$ cat src/rtl/if_fetch_stage.sv
// IF stage: owns the PC, issues instruction SRAM reads and forwards {ce, pc} to ID.
// A redirect that arrives while IF is stalled is parked and applied when the stall lifts.
module if_fetch_stage #(
  parameter logic [31:0] RESET_PC = 32'hBFBF_FFFC
) (
  input  logic        clk,
  input  logic        rst,
  input  logic [5:0]  stall,
  input  logic [32:0] br_bus,
  output logic [32:0] if_to_id_bus,
  output logic        inst_sram_en,
  output logic [3:0]  inst_sram_wen,
  output logic [31:0] inst_sram_addr,
  output logic [31:0] inst_sram_wdata,
  output logic [31:0] fetch_count
);

  localparam logic STOP = 1'b1;

  typedef enum logic [1:0] {BOOT = 2'd0, RUN = 2'd1, PEND = 2'd2} state_t;

  state_t      state, state_nxt;
  logic [31:0] pc_reg, pend_addr, next_pc;
  logic        ce_reg, pend_valid, frozen;
  logic        br_e;
  logic [31:0] br_addr;

  assign br_e    = br_bus[32];
  assign br_addr = br_bus[31:0];
  assign frozen  = (stall[0] == STOP);

  // State register
  always_ff @(posedge clk) begin
    if (rst) state <= BOOT;
    else     state <= state_nxt;
  end

  // Next-state logic
  always_comb begin
    state_nxt = state;
    case (state)
      BOOT:     state_nxt = RUN;
      RUN,
      PEND: begin
        if (!frozen)   state_nxt = RUN;
        else if (br_e) state_nxt = PEND;
      end
      default:  state_nxt = BOOT;
    endcase
  end

  // Output / decode logic
  always_comb begin
    ce_reg     = (state != BOOT);
    pend_valid = (state == PEND);
    // Redirects are ignored while booting; the first fetch is always RESET_PC+4
    if (ce_reg && br_e)   next_pc = br_addr;
    else if (pend_valid)  next_pc = pend_addr;
    else                  next_pc = pc_reg + 32'd4;
  end

  always_ff @(posedge clk) begin
    if (rst) begin
      pc_reg      <= RESET_PC;
      pend_addr   <= 32'd0;
      fetch_count <= 32'd0;
    end else if (!ce_reg) begin
      pc_reg <= next_pc;
    end else if (!frozen) begin
      pc_reg      <= next_pc;
      fetch_count <= fetch_count + 32'd1;
    end else if (br_e) begin
      pend_addr <= br_addr;
    end
  end

  assign if_to_id_bus    = {ce_reg, pc_reg};
  assign inst_sram_en    = ce_reg;
  assign inst_sram_wen   = 4'b0000;
  assign inst_sram_addr  = pc_reg;
  assign inst_sram_wdata = 32'd0;

endmodule

$ cat config.mk
export PLATFORM = sky130hd
export DESIGN_NAME = if_fetch_stage
export DESIGN_NICKNAME = d
export VERILOG_FILES = /design/src/rtl/if_fetch_stage.sv
export SDC_FILE = /design/constraint.sdc
export NUM_CORES = 1
export LEC_CHECK = 0
export BUFFER_PORTS_ARGS = -buffer_cell sky130_fd_sc_hd__clkbuf_2
export CORE_ASPECT_RATIO = 0.6
export CORE_UTILIZATION = 30
export CTS_CLUSTER_DIAMETER = 120
export CTS_CLUSTER_SIZE = 14
export DETAILED_ROUTE_END_ITERATION = 10
export GPL_TIMING_DRIVEN = 0
export PLACE_DENSITY = 0.62
export SLEW_MARGIN = 20
export SYNTH_ARGS = -nofsm -noshare
export SYNTH_HDL_FRONTEND = slang
export SYNTH_SLANG_ARGS = --single-unit
$ cat constraint.sdc
create_clock -name clk -period 4.18 [get_ports clk]
set_clock_uncertainty 0.05 [all_clocks]
set_input_delay 0.836 -clock clk [delete_from_list [all_inputs] [get_ports clk]]
set_output_delay 0.836 -clock clk [all_outputs]
set_load 0.02 [all_outputs]
After elaboration in Yosys (flattened, before gate mapping)
Index checks and enable logic that the tools add are counted.
{ "totals": {"inputBits": 41, "register_bits": 98, "wordCells": 24, "n_memories": 0, "latchBits": 0, "romBits": 0, "mem_bits_rw": 0, "output_inout_bits": 134} }
{ "classes": {"reduce_logical": 6, "addsub": 2, "n_eq_ne": 4, "n_shift": 0, "muxes": 7, "n_bitwise": 1, "n_div": 0, "magnitude_cmp": 0, "mul": 0} }
{ "ops": {"columns": ["cell", "count"], "rows": [
  ["$mux 32", 4],
  ["$add 32x1->32 const B", 1],
  ["$add 32x3->32 const B", 1],
  ["$mux 2", 2],
  ["$pmux 2 s2", 1],
  ["$ne 3x3->1 const B", 1],
  ["$reduce_and 3->1", 1],
  ["$eq 2x1->1 const B", 1],
  ["$eq 2x2->1 const B", 1],
  ["$logic_not 2->1", 1],
  ["$ne 2x2->1 const B", 1],
  ["$reduce_and 2->1", 1],
  ["$reduce_bool 2->1", 1],
  ["$reduce_or 2->1", 1],
  ["$logic_and 1x1->1", 1],
  ["$not 1->1", 1]
]} }

Depth between registers and ports, before layout
{ "depth": {"ltp_word": 5, "mapped_depth": 10, "mapped_depth_nobuf": 7} }

Worst setup path before layout
Ideal clock, no wire load.
{ "synth_path": {"kind": "input-to-reg", "startpoint": "input stall[0]", "endpoint": "register fetch_count[30]", "required_ns": 4.002, "setup_slack_ns": 2.032, "stages": 6, "path_buffers": 1, "setup_ns": 0.128, "t_arrival_ns": 1.971, "cell_sequence": "buf_2 nor3b_4 nand4_2 nor4b_2 xnor2_1 nor2_1"} }
{ "synth_between": {"elab_chain_len": 2} }
{ "synth_lines": {"columns": ["element", "line", "text"], "rows": [
  ["from (decl)", "8", "input logic [5:0] stall,"],
  ["$not 1->1 (no source line)", null, null],
  ["$reduce_and 2->1 (no source line)", null, null],
  ["to (signal assigned)", "71", "fetch_count <= fetch_count + 32'd1;"],
  ["to (decl)", "15", "output logic [31:0] fetch_count"]
]} }
Every way passes these cells.
A chain may end at the register's enable or synchronous reset.

Worst setup path in the final report
{ "layout_path": {"startpoint": "register state[0]", "endpoint": "output if_to_id_bus[32]"} }
{ "layout_between": {"elab_chain_len": 1} }
{ "layout_lines": {"columns": ["element", "line", "text"], "rows": [
  ["from (decl)", "22", "state_t state, state_nxt;"],
  ["from (signal assigned)", "35", "else state <= state_nxt;"],
  ["$reduce_bool 2->1", "54", "ce_reg = (state != BOOT);"],
  ["to (decl)", "10", "output logic [32:0] if_to_id_bus,"]
]} }
Every way passes these cells.

==> impl_metrics.json <==
{
  "status": "completed",
  "timing.final.crit_share": 0.629,
  "synth-seq-cells": 98,
  "finalHoldViolations": 0,
  "vias": 5556,
  "place_inst": 1118,
  "ff2ff_path_depth": 7,
  "rrSetupSlack_ns": 1.76,
  "postCtsSetupBuffers": 0,
  "p_total_uw": 3090,
  "ys_types": 67,
  "ys_top_cells_by_area": "dfxtp_1, buf_4, nand2_1",
  "endpoint_kind": "output port",
  "vias_per_cell": 4.90,
  "synth-edff-count": 0,
  "drv_slew": 0,
  "cap_viol_max_count": 0,
  "holdCritPathClass": "reg -> reg",
  "grt_max_degree": 18,
  "synthToLayoutAreaGrowth_pct": 24.3,
  "cts_root_buf": "clkbuf_16",
  "dp_hpwl_um": 13800,
  "period_needed_ns": 2.63,
  "cts_hold_buf": 0,
  "drc": 0,
  "grt_pass1_wl_um": 27800,
  "rsz0062_at_grt": "false",
  "synth_cells": 711,
  "synth_largest_area_cell": "dfxtp_1",
  "die_w_um": 179,
  "diodes": 0,
  "ant_nets": 0,
  "yosysSeqAreaShare": 0.348,
  "regArea_um2": 1960,
  "p_leak_uw": 0.00301,
  "path_clk_slew_ns": 0.07,
  "row_count": 38,
  "core_area_um2": 18200,
  "yosys_most_used_dff": "dfxtp_1",
  "fmax_mhz": 380,
  "critPathLaunchType": "register",
  "grt_pass1_vias": 4896,
  "avgSynthCellArea_um2": 7.93,
  "port_buffers": 132,
  "htree_num_levels": 3,
  "syn_area_um2": 5640,
  "critPathMaxFanout": 10,
  "cp.required_ns": 3.29,
  "instances_no_fill": 1134,
  "yosys-top-cells-count": "nand2_1, dfxtp_1, buf_4, a21oi_1, nor2_1",
  "die_h_um": 108,
  "yosysMostFrequentCell": "nand2_1",
  "multi_input_area_um2": 2980,
  "drt_wl_total_um": 18000,
  "fin_tns_setup_ns": 0,
  "pwr_density_cell_nw_per_um2": 440,
  "rr_endpoint": "inst_sram_addr[21]",
  "report.final.setup_viol": 0,
  "r2r-start": "state[0]",
  "clockBufferDepth": 2,
  "yosys.area.top_type_share": 0.348,
  "ctsResizeCount": 0,
  "grt-ovfl-total": 0,
  "antenna_found_initial": 0,
  "design.die.area_um2": 19400,
  "worstSkewPairLatency_ns": 0.34,
  "drt_first_pass_iters": 5,
  "numCtsBuffers": 9,
  "first_iter_violations": 595,
  "hold_ws_ns": 0.403,
  "crit_path_start": "state[0]",
  "drive_gt1_frac": 0.294,
  "cp-endpoint": "if_to_id_bus[32]",
  "grt_usage": 0.189,
  "placed_area_um2": 6730,
  "async_flop_share": 0,
  "wl_per_cell_um": 15.9,
  "cp.arrival_ns": 1.74,
  "fillerInstances": 1939,
  "final_area_um2": 7010,
  "start_util": 0.310,
  "gp_congestion": 0.842,
  "cts_sinks": 98,
  "irDropWorstVdd_uv": 221,
  "fin_nets": 935,
  "top_level_ports": 175,
  "max_slew_margin": 0.361,
  "path_class": "reg -> out",
  "tightest_slew_ns": 0.954,
  "cts_tree": "done",
  "ys_warn_count": 0
}
-- flip-flops by register name (all words and copies together) (netlist names) --
| signal | cells |
|---|---|
| fetch_count | 32 |
| inst_sram_addr | 32 |
| pend_addr | 32 |
| state | 2 |
-- worst min-delay path by stage --
| stage | from | end | cells after the start |
|---|---|---|---|
| after floorplan | pend_addr[24] | pend_addr[24] | 2 |
| final | pend_addr[28] | pend_addr[28] | 2 |
| after global placement | pend_addr[10] | pend_addr[10] | 2 |
| after detailed placement | pend_addr[16] | pend_addr[16] | 2 |
| after CTS | pend_addr[9] | pend_addr[9] | 2 |
| after global routing | pend_addr[16] | pend_addr[16] | 2 |
-- cell usage in the layout (no fill, tap or decap), types with 6 or more instances in the layout --
| cell | netlist | routed |
|---|---|---|
| o21ai_0 | 26 | 26 |
| o221ai_1 | 6 | 6 |
| nand4_1 | 7 | 7 |
| nor3_1 | 22 | 22 |
| o211ai_1 | 7 | 7 |
| buf_4 | 71 | 71 |
| xor2_1 | 14 | 14 |
| clkbuf_2 | 0 | 132 |
| nand2_1 | 109 | 109 |
| buf_2 | 15 | 15 |
| or3_1 | 10 | 10 |
| and3_1 | 10 | 10 |
| dfxtp_1 | 98 | 98 |
| clkbuf_1 | 13 | 13 |
| xnor2_1 | 23 | 23 |
| buf_1 | 6 | 6 |
| nor2_1 | 47 | 47 |
| inv_1 | 17 | 17 |
| clkbuf_16 | 0 | 9 |
| nand3_1 | 30 | 30 |
| conb_1 | 1 | 36 |
| a21oi_1 | 67 | 67 |
-- worst max-delay path, stage by stage, from the launching register on --
cell,delay (ns)
dfxtp_1,0.38
inv_1,0.10
ha_1,0.21
buf_6,0.14
buf_4,0.17
inv_1,0.13
buf_4,0.12
clkbuf_2,0.15
-- cell families (layout without fill, tap and decap cells) --
logic type,count (synthesis),count (layout),synth area share
AND/OR/NAND/NOR,282,282,0.260
adder cells (fa/ha/maj),5,5,0.0111
other,1,36,0.000665
AO/OA/AOI/OAI,155,155,0.170
flip-flops,98,98,0.348
XOR/XNOR,37,37,0.0575
multiplexers,3,3,0.00533
buffers and inverters,130,278,0.147
-- per-stage QoR --
step           worst slack (ns)   util
6_report                   1.55  0.385
5_1_grt                    1.46  0.385
4_1_cts                    1.53  0.385
3_5_place_dp               1.57  0.370
3_3_place_gp               1.57  0.370
2_1_floorplan              2.03      -
-- report_power, final --
part / internal [µW] / switching (µW) / leakage [µW] / total, µW
logic: 454 / 686 / 0.00208 / 1140
clock network: 408 / 387 / 0.000132 / 794
registers: 1010 / 137 / 0.000798 / 1150
-- cell type report --
class / instances / share of cell area
buffer: 112 / 0.109
clock buffer: 9 / 0.0321
clock inverter: 7 / 0.00732
inverter: 18 / 0.00964
multi-input combinational: 518 / 0.425
sequential: 98 / 0.280
tap: 240 / 0.0429
timing repair buffer: 132 / 0.0943
-- per-layer routing --
| layer | track usage | routed length (µm) | part of all wire | vias up |
|---|---|---|---|---|
| li1 | - | - | - | 2728 |
| met1 | 0.299 | 9450 | 0.53 | 2576 |
| met2 | 0.246 | 6840 | 0.38 | 230 |
| met3 | 0.0443 | 1530 | 0.085 | 22 |
| met4 | 0.0436 | 176 | 0.0098 | 0 |
| met5 | 0 | 0 | 0 | - |
(Power assumes the default switching activity.)
